===== src/rtl/ddram_read_arbiter.sv =====
// ddram_read_arbiter
//   Round-robin read arbiter that lets three requesters share one DDR
//   controller read port. A granted request is issued as a single burst.
//   Returned beats are forwarded on a shared data bus, with a per-requester
//   valid pulse. A watchdog aborts a burst whose data never completes.
//
// Ports
//   clock, reset_n             system clock (rising edge), async active-low reset
//   req_addr_k / req_burst_k   word address and burst length of requester k
//   req_rd_k                   level request of requester k, held until its ack
//   req_ack_k                  one-cycle pulse when requester k's burst is accepted
//   req_valid_k                one-cycle pulse per returned word for requester k
//   rd_data                    returned word, shared by all requesters
//   ddram_addr/burstcnt/rd     DDR controller read command
//   ddram_busy                 DDR controller waitrequest
//   ddram_valid/readdata       DDR controller read data return
//   wdog_err                   one-cycle pulse when a burst is aborted
module ddram_read_arbiter #(
  parameter int WDOG_CYCLES = 4096
) (
  input  logic        clock,
  input  logic        reset_n,
  input  logic [28:0] req_addr_0,
  input  logic [28:0] req_addr_1,
  input  logic [28:0] req_addr_2,
  input  logic [7:0]  req_burst_0,
  input  logic [7:0]  req_burst_1,
  input  logic [7:0]  req_burst_2,
  input  logic        req_rd_0,
  input  logic        req_rd_1,
  input  logic        req_rd_2,
  output logic        req_ack_0,
  output logic        req_ack_1,
  output logic        req_ack_2,
  output logic        req_valid_0,
  output logic        req_valid_1,
  output logic        req_valid_2,
  output logic [63:0] rd_data,
  output logic [28:0] ddram_addr,
  output logic [7:0]  ddram_burstcnt,
  output logic        ddram_rd,
  input  logic        ddram_busy,
  input  logic        ddram_valid,
  input  logic [63:0] ddram_readdata,
  output logic        wdog_err
);

  localparam int WW = $clog2(WDOG_CYCLES + 1);
  localparam logic [WW-1:0] WDOG_LAST = WW'(WDOG_CYCLES - 1);

  typedef enum logic [1:0] {
    IDLE  = 2'd0,
    ISSUE = 2'd1,
    DATA  = 2'd2
  } state_t;

  state_t        state;
  logic [1:0]    rr_ptr;
  logic [1:0]    gnt;
  logic [7:0]    beat_cnt;
  logic [WW-1:0] wdog_cnt;
  logic [2:0]    ack;
  logic [2:0]    valid;

  logic [3:0]    pending;
  logic [1:0]    idx1;
  logic [1:0]    idx2;
  logic [1:0]    pick;
  logic          pick_ok;
  logic [28:0]   pick_addr;
  logic [7:0]    pick_burst;
  logic [7:0]    beat_next;

  // Next requester index in round-robin order, wrapping 2 -> 0.
  function automatic logic [1:0] next_idx(input logic [1:0] p);
    next_idx = (p == 2'd2) ? 2'd0 : p + 2'd1;
  endfunction

  // A requester whose ack is on the wire this cycle still holds req_rd;
  // masking it stops a zero-length request from being granted twice.
  assign pending   = {1'b0, req_rd_2 & ~ack[2], req_rd_1 & ~ack[1], req_rd_0 & ~ack[0]};
  assign beat_next = beat_cnt + 8'd1;

  assign req_ack_0   = ack[0];
  assign req_ack_1   = ack[1];
  assign req_ack_2   = ack[2];
  assign req_valid_0 = valid[0];
  assign req_valid_1 = valid[1];
  assign req_valid_2 = valid[2];

  // Round-robin pick: first pending requester at or after rr_ptr.
  always_comb begin
    idx1    = next_idx(rr_ptr);
    idx2    = next_idx(idx1);
    pick    = rr_ptr;
    pick_ok = 1'b1;
    if (pending[rr_ptr]) begin
      pick = rr_ptr;
    end else if (pending[idx1]) begin
      pick = idx1;
    end else if (pending[idx2]) begin
      pick = idx2;
    end else begin
      pick_ok = 1'b0;
    end
  end

  // Address / burst of the picked requester.
  always_comb begin
    pick_addr  = 29'd0;
    pick_burst = 8'd0;
    case (pick)
      2'd0: begin
        pick_addr  = req_addr_0;
        pick_burst = req_burst_0;
      end
      2'd1: begin
        pick_addr  = req_addr_1;
        pick_burst = req_burst_1;
      end
      2'd2: begin
        pick_addr  = req_addr_2;
        pick_burst = req_burst_2;
      end
      default: begin
        pick_addr  = 29'd0;
        pick_burst = 8'd0;
      end
    endcase
  end

  // Arbiter FSM with registered command, ack, valid and watchdog outputs.
  always_ff @(posedge clock or negedge reset_n) begin
    if (!reset_n) begin
      state          <= IDLE;
      rr_ptr         <= 2'd0;
      gnt            <= 2'd0;
      beat_cnt       <= 8'd0;
      wdog_cnt       <= '0;
      ack            <= 3'b000;
      valid          <= 3'b000;
      wdog_err       <= 1'b0;
      rd_data        <= 64'd0;
      ddram_addr     <= 29'd0;
      ddram_burstcnt <= 8'd0;
      ddram_rd       <= 1'b0;
    end else begin
      ack      <= 3'b000;
      valid    <= 3'b000;
      wdog_err <= 1'b0;
      case (state)
        IDLE: begin
          if (pick_ok) begin
            if (pick_burst == 8'd0) begin
              // Nothing to fetch: acknowledge straight away and move on.
              ack    <= 3'b001 << pick;
              rr_ptr <= next_idx(pick);
            end else begin
              gnt            <= pick;
              ddram_addr     <= pick_addr;
              ddram_burstcnt <= pick_burst;
              ddram_rd       <= 1'b1;
              state          <= ISSUE;
            end
          end
        end
        ISSUE: begin
          if (!ddram_busy) begin
            ddram_rd <= 1'b0;
            ack      <= 3'b001 << gnt;
            beat_cnt <= 8'd0;
            wdog_cnt <= '0;
            state    <= DATA;
          end
        end
        DATA: begin
          if (wdog_cnt == WDOG_LAST) begin
            // Timeout wins over a coincident beat; that beat is dropped.
            wdog_err <= 1'b1;
            rr_ptr   <= next_idx(gnt);
            state    <= IDLE;
          end else begin
            wdog_cnt <= wdog_cnt + 1'b1;
            if (ddram_valid) begin
              rd_data  <= ddram_readdata;
              valid    <= 3'b001 << gnt;
              beat_cnt <= beat_next;
              if (beat_next == ddram_burstcnt) begin
                rr_ptr <= next_idx(gnt);
                state  <= IDLE;
              end
            end
          end
        end
        default: begin
          state    <= IDLE;
          ddram_rd <= 1'b0;
        end
      endcase
    end
  end

endmodule

===== config.mk =====
export PLATFORM = sky130hd
export DESIGN_NAME = ddram_read_arbiter
export DESIGN_NICKNAME = d
export VERILOG_FILES = /design/src/rtl/ddram_read_arbiter.sv
export SDC_FILE = /design/constraint.sdc
export NUM_CORES = 1
export LEC_CHECK = 0
export BUFFER_PORTS_ARGS = -buffer_cell sky130_fd_sc_hd__buf_2
export CORE_MARGIN = 4
export CORE_UTILIZATION = 44
export CTS_CLUSTER_SIZE = 28
export DETAILED_ROUTE_END_ITERATION = 12
export GPL_ROUTABILITY_DRIVEN = 0
export PLACE_DENSITY = 0.82
export SYNTH_ARGS = -nofsm -noshare
export SYNTH_HDL_FRONTEND = slang
export SYNTH_SLANG_ARGS = --single-unit

===== constraint.sdc =====
create_clock -name clock -period 2.7 [get_ports clock]
set_input_delay 0.54 -clock clock [delete_from_list [all_inputs] [get_ports clock]]
set_output_delay 0.54 -clock clock [all_outputs]
set_load 0.05 [all_outputs]

==> reports/results.ini, run 1 <==
[die]
start_util_pct=45.0
dieArea_um2=17600
fp.coreArea_um2=15200
dieHeight_um=133
rows=45
die_w_um=133
pin_count=291

[synthesis]
synth_top_area_cell=dfrtp_1
synth_seq_cells=136
async_flop_share_pct=100
synth_compound_gate_area_share_pct=9.62
ys.flop_type=dfrtp_1
yosys-top-cells-count=nand2_1 (247), dfrtp_1 (136), o21ai_0 (56)
post_synth_num_cell_types=60
syn_area_per_cell_um2=9.57
synth_top_family_by_area=simple AND/OR/NAND/NOR gates
yosys-mux-area-fraction_pct=14.2
synth_xor_area_share_pct=1.79
netlist_area_um2=6840
synth-edff-count=0
yosys_warnings=0
yosysMostFrequentCell=nand2_1
syn-num-nets=899
synth_fa_ha_area_share_pct=0.366
synth-simple-area-share_pct=20.8
netlist_instances=715
synth_top_area_share_pct=49.7
synth.area.top_cells=dfrtp_1 (50%), nand2_1 (14%), mux2_4 (8.3%), mux2i_1 (5.6%), o21ai_0 (4.1%)
seq_area_frac_synth_pct=49.7

[setup_path]
arrival_ns=2.97
r2r_slack_ns=0.02
required_ns=2.99
r2r-end=rr_ptr[1]$_DFFE_PN0P_
reg2reg_from=ack[2]$_DFF_PN0_
cp-start-kind=flip-flop
r2r_cells=10
path_class=reg2reg
crit_path_end_kind=flip-flop
worstPathMaxFanout=5

[cells_and_area]
regArea_um2=3410
nNetsFinal=1213
antennaDiodeCount=0
drive_gt1_share_pct=41.1
fin_cells=1229
post-route-cell-area_um2=9390
area_growth_syn_to_layout_pct=37.2
fill_cells=1270
multi_input_area_um2=3270

[clock_network]
postCtsHoldBufs=0
clk_pin_slew_ns=0.06
clock_path_buffers=2
cts_buffers=17
cts_root_buf=clkbuf_16
cts_max_level=4
cts_sinks=136
cts_tree=yes
clock_latency_ns=0.41

[placement]
dp_hpwl_um=15500
portBuffers=290
place_area_um2=8760
dp_cells=1197

[route]
wl_per_cell_um=16.5
drt_iter0_markers=391
post-route-drc-count=0
vias_per_cell=5.12
ant_nets=0
vias=6291
firstDrtPassIters=6
routed_wl_um=20300

[sta]
tightest_slew_ns=0.662
fin_skew_ns=0.00919
fmax_mhz=373
finalSetupViolations=0
slew_headroom_pct=55.8
rsz0062_at_grt=yes
drv_slew=0
fin_crit_ns=2.68
fin_crit_sh_pct=99.4
finalHoldViolCount=0

[power]
power_uw=12900
powerDensity_nw_per_um2=1370
p_leak_uw=0.00511
ir_worst_vdd_mv=0.778

[worst_hold_path]
hp-class=in2async

[grt]
antenna_found_initial=2
overflow=0
grt_pass1_wl_um=32200
track_usage_pct=22.8
grt_max_degree=67
grt_pass1_vias=6387

[status]
status=complete, no violations

[job]
maxCapViolCount=0

-- cell type report --
| cell class | instances | share of cell area (%) |
|---|---|---|
| sequential | 136 | 36.3 |
| tap | 188 | 2.51 |
| clock buffer | 18 | 4.57 |
| inverter | 10 | 0.400 |
| multi-input combinational | 529 | 34.9 |
| timing repair buffer | 335 | 19.8 |
| clock inverter | 13 | 1.57 |
-- layout by cell type (no fill, tap or decap), drive strengths merged, types with 3 or more instances in the layout --
cell type and n:
a21o 3, a21oi 12, and3 7, buf 335, clkbuf 18, clkinv 4, clkinvlp 4, dfrtp 136
inv 13, mux2 40, mux2i 38, nand2 247, nand2b 8, nand3 9, nor2 20, nor3 9
nor3b 3, o211ai 5, o21ai 56, o31ai 6, or2 4, or3 7, or4 3, xnor2 11
xor2 3
-- repair_timing --
item	in CTS	in global routing
endpoints found under the hold margin	0	0
resized for setup	0	10
setup endpoints to repair	0	40
buffers inserted	0	1
-- layer usage --
| layer | wire length, µm | global-route usage [%] |
|---|---|---|
| met5 | 27 | 0 |
| met4 | 482 | 8.55 |
| met3 | 1790 | 8.90 |
| met1 | 7920 | 26.3 |
| met2 | 10000 | 38.5 |
-- registers in the layout, indices dropped and copies added (netlist names) --
signal	cells
rd_data	64
ack	3
ddram_burstcnt	8
ddram_rd	1
rr_ptr	2
wdog_cnt	13
beat_cnt	8
valid	3
state	2
gnt	2
ddram_addr	29
wdog_err	1
-- kinds of logic (layout without fill, tap and decap cells) --
kind of cell / count (synthesis) / count (layout)
XOR/XNOR: 14 / 14
multiplexers: 78 / 78
AO/OA/AOI/OAI: 102 / 102
adder cells (fa/ha/maj): 2 / 2
AND/OR/NAND/NOR: 333 / 333
buffers and inverters: 50 / 376
flip-flops: 136 / 136
-- report_power, final --
group | switching [µW] | total [µW] | internal, µW
Clock | 901 | 2260 | 1360
Sequential | 579 | 3450 | 2870
Combinational | 4760 | 7140 | 2380
-- worst max-delay path by stage --
| stage | startpoint | end | slack (ns) | cells past startpoint |
|---|---|---|---|---|
| finish | ack[2]$_DFF_PN0_ | rr_ptr[1]$_DFFE_PN0P_ | 0.02 | 10 |
| global route | ack[2]$_DFF_PN0_ | ddram_addr[21]$_DFFE_PN0P_ | -0.08 | 10 |
| CTS | ddram_burstcnt[5]$_DFFE_PN0P_ | rr_ptr[1]$_DFFE_PN0P_ | 0.004 | 8 |
| detailed placement | req_rd_0 | rr_ptr[1]$_DFFE_PN0P_ | -0.22 | 9 |
| global placement | req_rd_0 | rr_ptr[1]$_DFFE_PN0P_ | -0.16 | 9 |
| floorplan | ack[2]$_DFF_PN0_ | rr_ptr[1]$_DFFE_PN0P_ | 0.006 | 7 |
-- stage by stage --
stage | setup TNS, ns | setup WS (ns) | util (%) | hold slack [ns]
floorplan | 0 | 0.00575 | - | 0.244
global placement | -5.79 | -0.157 | 57.6 | 0.441
detailed placement | -7.99 | -0.222 | 57.6 | 0.432
CTS | 0 | 0.00424 | 61.4 | 0.0270
global route | -2.51 | -0.0826 | 61.7 | 0.0378
finish | 0 | 0.0172 | 61.7 | 0.0272
-- critical path: stages (launching register included) --
cell and delay (ns):
dfrtp_1 0.42, buf_4 0.16, nand2b_2 0.22, a211oi_2 0.28, buf_4 0.18, a21oi_4 0.05
nor3_1 0.19, o311ai_2 0.16, buf_4 0.18, o41ai_4 0.39, mux2_4 0.33
(Power assumes the default switching activity.)
==> run 2: changes to the inputs <==
--- a/config.mk
+++ b/config.mk
@@ -7,11 +7,11 @@
 export LEC_CHECK = 0
 export BUFFER_PORTS_ARGS = -buffer_cell sky130_fd_sc_hd__buf_2
 export CORE_MARGIN = 4
-export CORE_UTILIZATION = 44
+export CORE_UTILIZATION = 48
 export CTS_CLUSTER_SIZE = 28
 export DETAILED_ROUTE_END_ITERATION = 12
 export GPL_ROUTABILITY_DRIVEN = 0
-export PLACE_DENSITY = 0.82
+export PLACE_DENSITY = 0.84
 export SYNTH_ARGS = -nofsm -noshare
 export SYNTH_HDL_FRONTEND = slang
 export SYNTH_SLANG_ARGS = --single-unit
==> constraint.sdc (replaced) <==
create_clock -name clock -period 2.5 [get_ports clock]
set_input_delay 0.5 -clock clock [delete_from_list [all_inputs] [get_ports clock]]
set_output_delay 0.5 -clock clock [all_outputs]
set_load 0.05 [all_outputs]
==> run 2 against run 1 <==
  * The run now ends with setup timing left
  * Largest power group unchanged
  * Clock skew decreased by 0.00076 ns
  * Highest routed layer is now met4
  * Global-route usage rose by 2.7 points
  * Fmax decreased by 0.60%
  * Combinational power is 12% higher
  * Cell area grew 1.8%
  * Sequential power increased by 7.5%
  * Sequential share of layout area is 0.60 points lower
  * Die area fell by 7.8%
  * Worst setup slack worse by 0.22 ns
  * Utilization rose by 6.8 points
  * Non-clock buffer count grew 13
==> reports/results.ini, run 2 (synthesized netlist as in run 1, its figures left out) <==
[status]
status=finished with violations
violations=setup timing

[cells_and_area]
final_common_cell=buf_2
top_register=rd_data
nNetsFinal=1226
drive_gt1_share_pct=42.8
area_growth_syn_to_layout_pct=39.6
largest_reg_flops=64
reg.largest.list=rd_data x64, ddram_addr x29, wdog_cnt x13
final_cell_mix=buf_2 (289), nand2_1 (246), dfrtp_1 (131), o21ai_0 (55), buf_4 (51)

[sta]
finalHoldViolCount=0
fin_skew_ns=0.00843
drv_slew=0
slew_headroom_pct=57.9
setup-tns-final_ns=-5.57
setup_ws_ns=-0.199
fmax_mhz=371
finalSetupViolations=43
fin_crit_sh_pct=108
rsz0062_at_grt=yes
fin_crit_ns=2.70
fin_hold_ws_ns=0.0256
tightest_slew_ns=0.631

[route]
drt_iter0_markers=325
ant_nets=0
vias_per_cell=5.22
vias=6450
routed_wl_um=21100
post-route-drc-count=0
wl_per_cell_um=17.0
firstDrtPassIters=5

[grt]
overflow=0
grt_max_degree=66
antenna_found_initial=2
grt_pass1_wl_um=32800
track_usage_pct=25.5
grt_pass1_vias=6582

[die]
dieHeight_um=127
rows=43
pin_count=291
fp.coreArea_um2=13900
die_w_um=127
dieArea_um2=16200
start_util_pct=49.1

[clock_network]
cts_root_buf=clkbuf_16
cts_tree=yes
cts_sinks=136
cts_max_level=4
clk_pin_slew_ns=0.06
postCtsHoldBufs=0
clock_path_buffers=2
clock_latency_ns=0.41
cts_buffers=17

[power]
power_uw=14000
ir_worst_vdd_mv=0.826
p_switching_uw=6890
powerDensity_nw_per_um2=1470
pwr-share-comb_pct=56.9
p_clk_share_pct=16.7
swShare_pct=49.1
p_int_uw=7150
p_leak_uw=0.00519
pwr-share-seq_pct=26.4

[setup_path]
cp-start-kind=flip-flop
path_class=reg2reg
required_ns=2.83
arrival_ns=3.03
worstPathMaxFanout=3
crit_path_end_kind=flip-flop

[placement]
portBuffers=290
dp_hpwl_um=15500
pre_cts_slack_ns=-0.416

[job]
maxCapViolCount=0

[worst_hold_path]
hp-class=in2async

==> run 2: cell types whose count changed in the layout (fill, tap and decap cells not counted), sizes merged <==
cell	change
buf	+12
bufinv	-2
clkinv	+1
clkbuf	+3
diode	+1
==> run 2: routing by layer <==
layer	part of all wire (%)	vias to the layer above	track usage, %
met3	9.2	39	8.57
met1	37	3061	29.0
met2	51	278	43.8
met5	0	-	0
met4	2.7	0	10.7
li1	-	3072	-
==> run 2: power groups by stage <==
stage,combinational (µW),clock (µW),sequential [µW]
global placement,7540,0,3700
detailed placement,7760,0,3690
floorplan,2970,0,6400
finish,7990,2340,3710
global route,8460,2490,3820
CTS,7870,2380,3700
==> run 2: final timing paths <==
path,slack (ns),startpoint,to,cells after the start
min reg2reg,0.44,wdog_cnt[12]$_DFFE_PN0P_,wdog_err$_DFF_PN0_,1
min in group clock,0.27,ddram_readdata[13],rd_data[13]$_DFFE_PN0P_,3
min,0.03,reset_n,ddram_addr[11]$_DFFE_PN0P_,1
max,-0.20,rr_ptr[0]$_DFFE_PN0P_,rr_ptr[0]$_DFFE_PN0P_,9
max reg2reg,-0.20,rr_ptr[0]$_DFFE_PN0P_,rr_ptr[0]$_DFFE_PN0P_,9
max in group asynchronous,1.83,reset_n,beat_cnt[4]$_DFFE_PN0P_,2
==> run 2: area by class of cell <==
type	instances	area, µm²
multi-input cells	529	3350
repair buffers	348	1970
fillers	1058	4380
inverters	10	37.5
flip-flops and latches	136	3410
clock inverters	12	92.6
diodes	1	2.50
well taps	180	225
clock buffers	20	467
==> run 2: through the flow <==
step                area [µm²]  util (%)  instances
finish                    9550      68.5       1236
global route              9550      68.5       1236
CTS                       9470      68.0       1232
detailed placement        8850      63.5       1198
global placement          8850      63.5       1198
floorplan                 6890         -        715
==> run 2: repair_timing <==
action / 4_1_cts / 5_1_grt
cloned: 0 / 1
setup endpoints to repair: 43 / 46
endpoints found under the hold margin: 0 / 0
pin swaps: 4 / 3
setup buffers: 2 / 2
resized for setup: 9 / 9
==> run 2: critical path: stages, from the launching register on <==
cell	delay, ns
dfrtp_1	0.38
or3b_4	0.43
a221o_1	0.34
a32oi_2	0.24
a22o_1	0.21
o311ai_4	0.12
buf_6	0.16
o41ai_4	0.37
buf_4	0.18
mux2i_1	0.19
